File: src/rtl/regfile_wr_arbiter_pkg.sv
// Shared register-file geometry and the write-port types that the write arbiter
// and the register file both depend on.
package regfile_wr_arbiter_pkg;

    localparam int NUM_REGS        = 32;
    localparam int ADDR_W          = 5;
    localparam int DATA_W          = 32;
    localparam int AGE_MAX_DEFAULT = 4;

    typedef logic [ADDR_W-1:0]   reg_addr_t;
    typedef logic [DATA_W-1:0]   reg_data_t;
    typedef logic [NUM_REGS-1:0] reg_mask_t;

    // One registered register-file write, as presented to the register file.
    typedef struct packed {
        logic      en;
        reg_addr_t addr;
        reg_data_t data;
    } wr_port_t;

    typedef enum logic [1:0] {
        GRANT_NONE = 2'd0,
        GRANT_A    = 2'd1,
        GRANT_B    = 2'd2
    } grant_t;

    // Register 0 is hard-wired, so it never maps onto a mask bit.
    function automatic reg_mask_t reg_onehot(input reg_addr_t addr);
        reg_mask_t mask;
        mask    = '0;
        mask[addr] = 1'b1;
        mask[0] = 1'b0;
        return mask;
    endfunction

endpackage

File: src/rtl/regfile_wr_arbiter_scoreboard.sv
// Pending-write scoreboard: one busy bit per architectural register, set when
// unit B reserves a destination and cleared when B finally writes it back.
module regfile_scoreboard
    import regfile_wr_arbiter_pkg::*;
(
    input  logic       clk,
    input  logic       rst_n,
    input  logic       set_en,
    input  reg_addr_t  set_reg,
    input  logic       clr_en,
    input  reg_addr_t  clr_reg,
    output reg_mask_t  busy
);

    reg_mask_t busy_reg;
    reg_mask_t busy_next;
    reg_mask_t set_mask;
    reg_mask_t clr_mask;

    always_comb begin
        set_mask = set_en ? reg_onehot(set_reg) : '0;
        clr_mask = clr_en ? reg_onehot(clr_reg) : '0;
    end

    // Set is applied after clear so a fresh reservation survives a same-cycle
    // write-back to the same register.
    always_comb begin
        busy_next    = (busy_reg & ~clr_mask) | set_mask;
        busy_next[0] = 1'b0;
    end

    always_ff @(posedge clk or negedge rst_n) begin
        if (!rst_n) begin
            busy_reg <= '0;
        end else begin
            busy_reg <= busy_next;
        end
    end

    assign busy = busy_reg;

endmodule

File: src/rtl/regfile_wr_arbiter.sv
// Two-requester write-back arbiter for the register file: pipeline A has
// priority, multi-cycle unit B is force-granted once it has waited AGE_MAX cycles.
module regfile_wr_arbiter
    import regfile_wr_arbiter_pkg::*;
#(
    parameter int AGE_MAX = AGE_MAX_DEFAULT
) (
    input  logic              clk,
    input  logic              rst_n,

    input  logic              a_valid,
    input  logic [ADDR_W-1:0] a_reg,
    input  logic [DATA_W-1:0] a_data,
    output logic              a_ready,

    input  logic              b_valid,
    input  logic [ADDR_W-1:0] b_reg,
    input  logic [DATA_W-1:0] b_data,
    output logic              b_ready,

    input  logic              rsv_valid,
    input  logic [ADDR_W-1:0] rsv_reg,
    output logic [NUM_REGS-1:0] busy,

    output logic              _regWrite,
    output logic [ADDR_W-1:0] writeReg,
    output logic [DATA_W-1:0] writeData
);

    localparam int AGE_W = (AGE_MAX < 1) ? 1 : $clog2(AGE_MAX + 1);
    localparam logic [AGE_W-1:0] AGE_LIMIT = AGE_W'(AGE_MAX);

    grant_t          grant;
    logic            force_b;
    logic [AGE_W-1:0] age_reg;
    logic [AGE_W-1:0] age_next;
    wr_port_t        wr_reg;
    wr_port_t        wr_next;

    assign force_b = b_valid && (age_reg == AGE_LIMIT);

    // Readies are gated by rst_n so nothing is handshaken while reset is held.
    always_comb begin
        grant = GRANT_NONE;
        if (rst_n) begin
            if (force_b) begin
                grant = GRANT_B;
            end else if (a_valid) begin
                grant = GRANT_A;
            end else if (b_valid) begin
                grant = GRANT_B;
            end
        end
    end

    assign a_ready = (grant == GRANT_A);
    assign b_ready = (grant == GRANT_B);

    // Age counts consecutive cycles in which B waited; any B grant or a gap
    // in b_valid starts the count over.
    always_comb begin
        age_next = age_reg;
        if (!b_valid || (grant == GRANT_B)) begin
            age_next = '0;
        end else if (age_reg != AGE_LIMIT) begin
            age_next = age_reg + 1'b1;
        end
    end

    always_ff @(posedge clk or negedge rst_n) begin
        if (!rst_n) begin
            age_reg <= '0;
        end else begin
            age_reg <= age_next;
        end
    end

    // Address and data of the winner are captured even for register 0; only
    // the enable is suppressed, and idle cycles keep the last address/data.
    always_comb begin
        wr_next    = wr_reg;
        wr_next.en = 1'b0;
        unique case (grant)
            GRANT_A: begin
                wr_next.en   = (a_reg != '0);
                wr_next.addr = a_reg;
                wr_next.data = a_data;
            end
            GRANT_B: begin
                wr_next.en   = (b_reg != '0);
                wr_next.addr = b_reg;
                wr_next.data = b_data;
            end
            default: ;
        endcase
    end

    always_ff @(posedge clk or negedge rst_n) begin
        if (!rst_n) begin
            wr_reg <= '0;
        end else begin
            wr_reg <= wr_next;
        end
    end

    assign _regWrite = wr_reg.en;
    assign writeReg  = wr_reg.addr;
    assign writeData = wr_reg.data;

    regfile_scoreboard u_scoreboard (
        .clk     (clk),
        .rst_n   (rst_n),
        .set_en  (rsv_valid),
        .set_reg (rsv_reg),
        .clr_en  (b_ready),
        .clr_reg (b_reg),
        .busy    (busy)
    );

endmodule

File: config.mk
export PLATFORM = sky130hd
export DESIGN_NAME = regfile_wr_arbiter
export DESIGN_NICKNAME = d
export VERILOG_FILES = /design/src/rtl/regfile_wr_arbiter_pkg.sv /design/src/rtl/regfile_wr_arbiter_scoreboard.sv /design/src/rtl/regfile_wr_arbiter.sv
export SDC_FILE = /design/constraint.sdc
export NUM_CORES = 1
export LEC_CHECK = 0
export ABC_AREA = 1
export CAP_MARGIN = 20
export CELL_PAD_IN_SITES_DETAIL_PLACEMENT = 0
export CELL_PAD_IN_SITES_GLOBAL_PLACEMENT = 1
export CORE_MARGIN = 1
export CORE_UTILIZATION = 31
export CTS_BUF_LIST = sky130_fd_sc_hd__clkbuf_16
export DETAILED_ROUTE_END_ITERATION = 10
export GPL_TIMING_DRIVEN = 0
export HOLD_SLACK_MARGIN = 0.15
export PLACE_DENSITY = 0.9
export SYNTH_ARGS = -nofsm -noshare
export SYNTH_HDL_FRONTEND = slang
export SYNTH_SLANG_ARGS = --single-unit
File: constraint.sdc
create_clock -name clk -period 4.2 [get_ports clk]
set_input_delay 0.84 -clock clk [delete_from_list [all_inputs] [get_ports clk]]
set_output_delay 0.84 -clock clk [all_outputs]
set_load 0.01 [all_outputs]
# ---- After elaboration in Yosys (flattened, before gate mapping)
# Index checks and enable logic that the tools add are counted.
dict set report op_classes {
  n_addsub 1
  mul 0
  div 0
  order_cmp 4
  n_eq_ne 4
  n_shift 0
  n_mux 13
  bitwise_logic 3
  reduce_logical 9
}
# cell count
set op_table {}
lappend op_table {{38-bit case mux with 2 select lines} 1}
lappend op_table {{32-bit two-way mux} 2}
lappend op_table {{32-bit bitwise AND} 1}
lappend op_table {{32-bit NOT} 1}
lappend op_table {{32-bit OR} 1}
lappend op_table {{5-bit by 6-bit less-than comparator with 1-bit output, second input constant} 2}
lappend op_table {{1-bit demux with 5-bit select} 2}
lappend op_table {{5-bit by 1-bit greater-or-equal comparator with 1-bit output, second input constant} 2}
lappend op_table {{5-bit nonzero test} 2}
lappend op_table {{2-bit two-way mux} 4}
lappend op_table {{3-bit two-way mux} 2}
lappend op_table {{2-bit nonzero test} 2}
lappend op_table {{3-bit by 1-bit adder with 3-bit output, second input constant} 1}
lappend op_table {{3-bit equality test, second input constant} 1}
lappend op_table {{1-bit logical AND} 3}
lappend op_table {{3-bit != test, second input constant} 1}
lappend op_table {{2-bit by 1-bit equality test with 1-bit output, second input constant} 1}
lappend op_table {{2-bit equality test, second input constant} 1}
lappend op_table {{1-bit two-way mux} 2}
lappend op_table {{1-bit logical NOT} 1}
lappend op_table {{1-bit logical OR} 1}
dict set report word_totals {
  ff_bits 72
  latch_bits 0
  mem_bits_rw 0
  rom_bits 0
  in_bits 84
  output_inout_bits 72
  wordCells 39
  memories 0
}

# ---- Depth between registers and ports, before layout
# Gate-level depths: netlist of run 1.
dict set report logic_depth {
  word_depth 9
  depth_mapped 11
  mapped_depth_nobuf 10
}

# ---- Cells and area by module
# From an unflattened synthesis of run 1, not the netlist that was laid out.
dict set report hier_totals {
  cells_unflattened 438
  hier_area_um2 3618.5
}
# module n_inst cells_per_inst area_each_um2 seq_area_each_um2
set by_module_without_submodules {}
lappend by_module_without_submodules {regfile_wr_arbiter 1 240 2148.3 1026.0}
lappend by_module_without_submodules {regfile_scoreboard 1 198 1470.2 775.7}

# ---- Worst setup path after synthesis of run 1
# No wires, ideal clock.
dict set report synth_path {
  path_type {input to output}
  start {input b_valid}
  end {output a_ready}
  t_arrival_ns 1.313
  required_time_ns 3.360
  slack_ns 2.047
  stages 4
  path_buffers 0
  cell_sequence {nand3_1 nand3_1 inv_1 ha_1}
}
dict set report synth_via {
  elab_chain_cells 5
  elab_cells_between_ends 6
  classes_between {eq/ne: 1; mux: 4; reduce/logical: 1}
}
# element line
set synth_rtl {}
lappend synth_rtl {{start, declared} regfile_wr_arbiter.sv:16} ;# input logic b_valid,
lappend synth_rtl {{2-bit two-way mux} regfile_wr_arbiter.sv:50} ;# end else if (b_valid) begin
lappend synth_rtl {{2-bit two-way mux} regfile_wr_arbiter.sv:48} ;# end else if (a_valid) begin
lappend synth_rtl {{2-bit two-way mux *} regfile_wr_arbiter.sv:46} ;# if (force_b) begin
lappend synth_rtl {{2-bit two-way mux *} regfile_wr_arbiter.sv:45} ;# if (rst_n) begin
lappend synth_rtl {{2-bit by 1-bit equality test with 1-bit output *} regfile_wr_arbiter.sv:56} ;# assign a_ready = (grant == GRANT_A);
lappend synth_rtl {{end, declared} regfile_wr_arbiter.sv:14} ;# output logic a_ready,
# Mark *: on every way between the ends. The rest lies on a longest branch, timed or not.

# ---- Worst setup path in the final report of run 1
dict set report layout_path {
  start {input rst_n}
  end {output a_ready}
}
dict set report layout_via {
  elab_chain_cells 2
}
# element line
set layout_rtl {}
lappend layout_rtl {{start, declared} regfile_wr_arbiter.sv:9} ;# input logic rst_n,
lappend layout_rtl {{2-bit two-way mux} regfile_wr_arbiter.sv:45}
lappend layout_rtl {{2-bit by 1-bit equality test with 1-bit output} regfile_wr_arbiter.sv:56}
# No other way between the ends.

==> run metrics, run 1 <==
outcome finished clean; chip height 104 microns; Rows 36; H-Tree Depth 3; Clock Power Share 31.8%; Final Hold Fails 0; Filler Cells Inserted 935; Worst-path clk slew 0.06 ns; All-Layer GR Usage 20.4%; Setup crit end kind output pin; mux share of post-synthesis cell area 0%; TritonCTS clock tree done; switching power 697 uW; vias in the first global route 3400; DIE WIDTH 104 microns; RSZ-0062 raised after global routing false; main combinational cell family by area after synthesis compound AO/OA/AOI/OAI gates; Worst VDD drop 0.250 mV; final wirelength 10700 microns; sequential area share after synthesis 55.9%; Min Clock Period, post-route 3.27 ns; Num Clock Sinks 72; #FFs+latches synth 72; max reg flops 32; Post-CTS Setup Bufs 0; Initial Util 32.6%; leading cell type in the layout, fill and taps excluded clkdlybuf4s50_1; Compound-Gate Fraction of Synth Area 21.6%; Root Driver clkbuf_16; Hold Crit Class input pin to async pin; Inst Count DP 657; initial antenna violation count 0; Reg power frac 38.5%; final worst-path cycle share 77.9%; Post-CTS Hold Fix Bufs 0; Max-Cap Viols 0; DIE AREA 10800 sq um; grt ovf 0; post-synth cell types 18; syn_nets 458; Pleak 0.00217 uW; Pwr Density 456 nW/um^2; Routed WL per cell 15.9 microns; Finished Layout Cells 673; Synth Area in XOR/XNOR 0%; layout cells sized above 1 6.67%; peak fanout along the critical path 53; Final setup viols 0; antenna cells 0; Final Util 53.0%; Pint 1700 uW; First-pass DRT Iterations 4; first-pass GRT wire length 17500 microns; Cell Area, Synth 3230 sq um; Detailed Place HPWL 7760 microns; # IOs 156; Initial DRC Count 196; Port Buf Inserts 154; Synth Area in Simple Gates 15.2%; antenna viol nets, final 0; core area 9910 sq um; CTS buffer count 9; vias 3309; warnings from Yosys 0; Clock Skew 0.00458 ns; nets 624; commonest cells after routing, fill and taps aside clkdlybuf4s50_1, a21oi_1, dfrtp_1, o21ai_0, nand2_1; largest net degree at the start of global routing 54; DRC 0; Worst-Skew Late Latency 0.33 ns; Clock Path Buffers 2; Crit Path Class input pin to output pin; Switching Fraction 29.1%; Max Fclk 306 MHz; Mapped Cells 369; vias per inst 4.92; Arrival @ worst endpoint 2.43 ns; Max Slew Vio Count 0; final hold slack 0.402 ns; Comb power frac 29.6%; Layout area overhead 62.9%; Syn Area/Cell 8.74 sq um; Synth Area in Adders 1.94%; Resize count post-CTS 0; gp weighted congestion 0.902; CP Launch Type input pin; WP data required 3.36 ns
-- synthesized netlist by cell type --
master | count | share of area, %
a21oi_1 | 75 | 12
dfrtp_1 | 72 | 56
o21ai_0 | 62 | 9.6
nand2_1 | 48 | 5.6
nor2_1 | 42 | 4.9
nand3_1 | 26 | 4.0
inv_1 | 15 | 1.7
buf_2 | 8 | 1.2
buf_4 | 6 | 1.4
ha_1 | 5 | 1.9
buf_6 | 2 | 0.70
nand3b_1 | 2 | 0.47
a31oi_1 | 1 | 0.19
clkbuf_1 | 1 | 0.12
conb_1 | 1 | 0.12
inv_2 | 1 | 0.12
nor2_2 | 1 | 0.19
o21ai_1 | 1 | 0.16
-- worst paths after layout --
kind                                    endpoint  slack (ns)                  from  cells past startpoint
min reg2reg                 u_scoreboard.busy[5]        0.50  u_scoreboard.busy[5]                      2
max                                      a_ready        0.93                 rst_n                      6
max reg2reg                u_scoreboard.busy[18]        2.03            age_reg[0]                     11
min                                writeData[11]        0.40                 rst_n                      1
min in group clk            u_scoreboard.busy[5]        0.50  u_scoreboard.busy[5]                      2
max in group asynchronous          writeData[31]        3.23                 rst_n                      2
-- stage by stage --
stage	power (uW)	TNS, ns	worst slack [ns]	instance area (sq um)
after floorplan	1180	0	2.05	3230
after global placement	1630	-105.03	-1.75	4930
after detailed placement	1650	0	0.881	4960
after CTS	2420	0	0.885	5260
after global routing	2530	0	0.754	5260
final	2400	0	0.928	5260
-- worst max-delay path: stages --
cell and delay (ns):
buf_4 0.28, buf_16 0.30, nand3_1 0.18, inv_1 0.09, ha_1 0.17, clkdlybuf4s50_1 0.56
-- per-layer routing --
metal | wire length [microns] | up-vias | global-route usage [%] | part of all wire [%]
li1 | - | 1589 | - | -
met1 | 4640 | 1570 | 26.2 | 43
met2 | 5050 | 143 | 33.5 | 47
met3 | 909 | 7 | 6.20 | 8.5
met4 | 77 | 0 | 5.20 | 0.72
met5 | 0 | - | 0 | 0
-- cell type report --
type / instances / area [sq um] / area share (%)
buffer: 17 / 111 / 2.12
clock buffer: 9 / 225 / 4.29
clock inverter: 7 / 71.3 / 1.36
inverter: 16 / 60.1 / 1.14
multi-input combinational: 264 / 1250 / 23.8
sequential: 72 / 1800 / 34.3
tap: 133 / 166 / 3.17
timing repair buffer: 155 / 1570 / 29.8
-- logic make-up (layout without fill, tap and decap cells) --
| family | after synthesis | count (layout) |
|---|---|---|
| AND/OR/NAND/NOR | 119 | 119 |
| flip-flops | 72 | 72 |
| other | 1 | 1 |
| adder cells (fa/ha/maj) | 5 | 5 |
| buffers and inverters | 33 | 204 |
| AO/OA/AOI/OAI | 139 | 139 |
-- power groups by stage --
stage	Sequential, uW	Clock [uW]	Combinational (uW)
final	925	763	711
after global routing	941	814	775
after detailed placement	933	0	715
after CTS	925	777	718
after global placement	931	0	701
after floorplan	994	0	185
Power figures use the tool's default switching activity.
==> inputs of run 2 (changes only) <==
--- a/config.mk
+++ b/config.mk
@@ -10,12 +10,12 @@
 export CELL_PAD_IN_SITES_DETAIL_PLACEMENT = 0
 export CELL_PAD_IN_SITES_GLOBAL_PLACEMENT = 1
 export CORE_MARGIN = 1
-export CORE_UTILIZATION = 31
+export CORE_UTILIZATION = 29
 export CTS_BUF_LIST = sky130_fd_sc_hd__clkbuf_16
 export DETAILED_ROUTE_END_ITERATION = 10
 export GPL_TIMING_DRIVEN = 0
 export HOLD_SLACK_MARGIN = 0.15
-export PLACE_DENSITY = 0.9
+export PLACE_DENSITY = 0.85
 export SYNTH_ARGS = -nofsm -noshare
 export SYNTH_HDL_FRONTEND = slang
 export SYNTH_SLANG_ARGS = --single-unit
==> constraint.sdc (replaced) <==
create_clock -name clk -period 3.3 [get_ports clk]
set_input_delay 0.66 -clock clk [delete_from_list [all_inputs] [get_ports clk]]
set_output_delay 0.66 -clock clk [all_outputs]
set_load 0.01 [all_outputs]
==> run metrics, run 2 (synthesis gave the netlist of run 1 again) <==
Pwr Density 589 nW/um^2 (+29%); CP Launch Type input pin; Layout area overhead 64.2%; Initial DRC Count 152 (-22%); Worst-Skew Late Latency 0.32 ns (about the same); Post-CTS Setup Bufs 0 (unchanged); Min Clock Period, post-route 2.86 ns; Max-Cap Viols 0 (unchanged); peak fanout along the critical path 3 (-94%); CTS buffer count 9 (unchanged); layout cells sized above 1 6.65% (-0.012 points); CP max stage delay 0.57 ns (about the same); Final Hold Fails 0 (unchanged); Inst Count DP 664 (+1.1%); final std cell area, no fill 5300 sq um (+0.81%); slowest CP cell clkdlybuf4s50_1; gp weighted congestion 0.822 (-8.9%); commonest cells after routing, fill and taps aside clkdlybuf4s50_1, a21oi_1, dfrtp_1, o21ai_0, nand2_1; Clock Path Buffers 2 (unchanged); leading cell type in the layout, fill and taps excluded clkdlybuf4s50_1; TritonCTS clock tree done; final hold slack 0.330 ns (-0.0714 ns); DIE AREA 11500 sq um (+6.8%); Finished Layout Cells 681 (+1.2%); Hold Crit Class input pin to async pin; chip height 107 microns (+3.3%); RSZ-0062 raised after global routing false; Arrival @ worst endpoint 2.20 ns (-0.23 ns); largest net degree at the start of global routing 69 (+28%); R2R depth 11 (unchanged); max reg flops 32 (unchanged); H-Tree Depth 3 (unchanged); Pleak 0.00219 uW (+1.0%); WP data required 2.64 ns (-0.72 ns); Root Driver clkbuf_16; Final setup viols 0 (unchanged); critical path depth 6 (unchanged); final wirelength 10600 microns (-0.93%); initial antenna violation count 0 (unchanged); Port Buf Inserts 154 (unchanged); Worst-path clk slew 0.06 ns (about the same); Clock Skew 0.00586 ns (+0.00128 ns); Max Fclk 350 MHz; Setup crit end kind output pin; vias per inst 4.84 (-1.6%); Max Slew Vio Count 0 (unchanged); Final Util 48.9% (-4.2 points); DIE WIDTH 107 microns (+3.3%); worst path cell trace clkdlybuf4s50_1, nand3_1, nand3_1, inv_1, ha_1, clkdlybuf4s50_1; vias in the first global route 3291 (-3.2%); Num Clock Sinks 72 (unchanged); antenna viol nets, final 0 (unchanged); DRC 0 (unchanged); grt ovf 0 (unchanged); CP bufs+invs 3 (-1); # IOs 156 (unchanged); Detailed Place HPWL 7810 microns (+0.70%); First-pass DRT Iterations 4 (unchanged); antenna cells 0 (unchanged); nets 625 (+0.16%); Initial Util 29.8% (-2.8 points); area post-placement 4970 sq um (+0.18%); final worst-path cycle share 86.5%; first-pass GRT wire length 16400 microns (-6.0%); Routed WL per cell 15.5 microns (-2.1%); Rows 38 (+5.6%); Worst VDD drop 0.262 mV (+4.9%); vias 3294 (-0.45%); Crit Path Class input pin to output pin; All-Layer GR Usage 18.5% (-2.0 points); sum of negative setup slack 0 ns (unchanged); CP delay by family, top buffers and inverters; core area 10800 sq um (+9.4%); outcome finished clean
run 2: cell types whose count changed in the layout (fill, tap and decap cells not counted), sizes merged:
cell and delta:
dlygate4sd3 +1, clkinvlp -2, bufinv +1, clkinv +1
run 2: path summary, 6_finish.rpt:
check                                           from              endpoint  slack (ns)
worst min register to register  u_scoreboard.busy[2]  u_scoreboard.busy[2]        0.51
max in group asynchronous                      rst_n          writeData[0]        2.29
worst max-delay path                         b_valid               a_ready        0.44
worst min-delay path                           rst_n         writeData[10]        0.33
worst max register to register            age_reg[0]  u_scoreboard.busy[7]        1.14
min in group clk                u_scoreboard.busy[2]  u_scoreboard.busy[2]        0.51
run 2: stage by stage:
stage / power [uW] / setup WS, ns
5_1_grt: 3290 / 0.294
2_1_floorplan: 1500 / 1.51
3_3_place_gp: 2080 / -2.30
3_5_place_dp: 2100 / 0.401
4_1_cts: 3160 / 0.423
6_report: 3120 / 0.444
run 2: repair_timing:
action,CTS,global route
gates resized for setup,0,0
hold buffers,1,0
endpoints found under the hold margin,6,0
run 2: final cells by class:
class | count | area, sq um
fill | 1058 | 5540
sequential | 72 | 1800
timing repair buffer | 156 | 1580
multi-input combinational | 264 | 1250
clock buffer | 9 | 225
tap | 140 | 175
buffer | 17 | 111
clock inverter | 7 | 95.1
inverter | 16 | 60.1
run 2: worst register-to-register path, delay by kind of cell, from the launching register on:
| kind | cells | cell delay (ns) |
|---|---|---|
| flip-flops | 1 | 0.39 |
| AND/OR/NAND/NOR | 4 | 0.55 |
| adder cells (fa/ha/maj) | 2 | 0.34 |
| AO/OA/AOI/OAI | 2 | 0.40 |
| buffers and inverters | 3 | 0.34 |
run 2: metal layers:
layer | global-route usage [%] | share of wire (%) | routed length (microns) | vias up
met2 | 31.2 | 46 | 4910 | 150
met3 | 5.45 | 8.8 | 931 | 14
li1 | - | - | - | 1595
met1 | 22.8 | 44 | 4600 | 1535
met4 | 5.19 | 1.2 | 124 | 0
met5 | 0 | 0 | 0 | -
run 2: where the power goes:
group	total (uW)	internal, uW	switching, uW
sequential	1170	1070	104
combinational	908	512	396
clock	1040	663	376
total	3120	2240	876
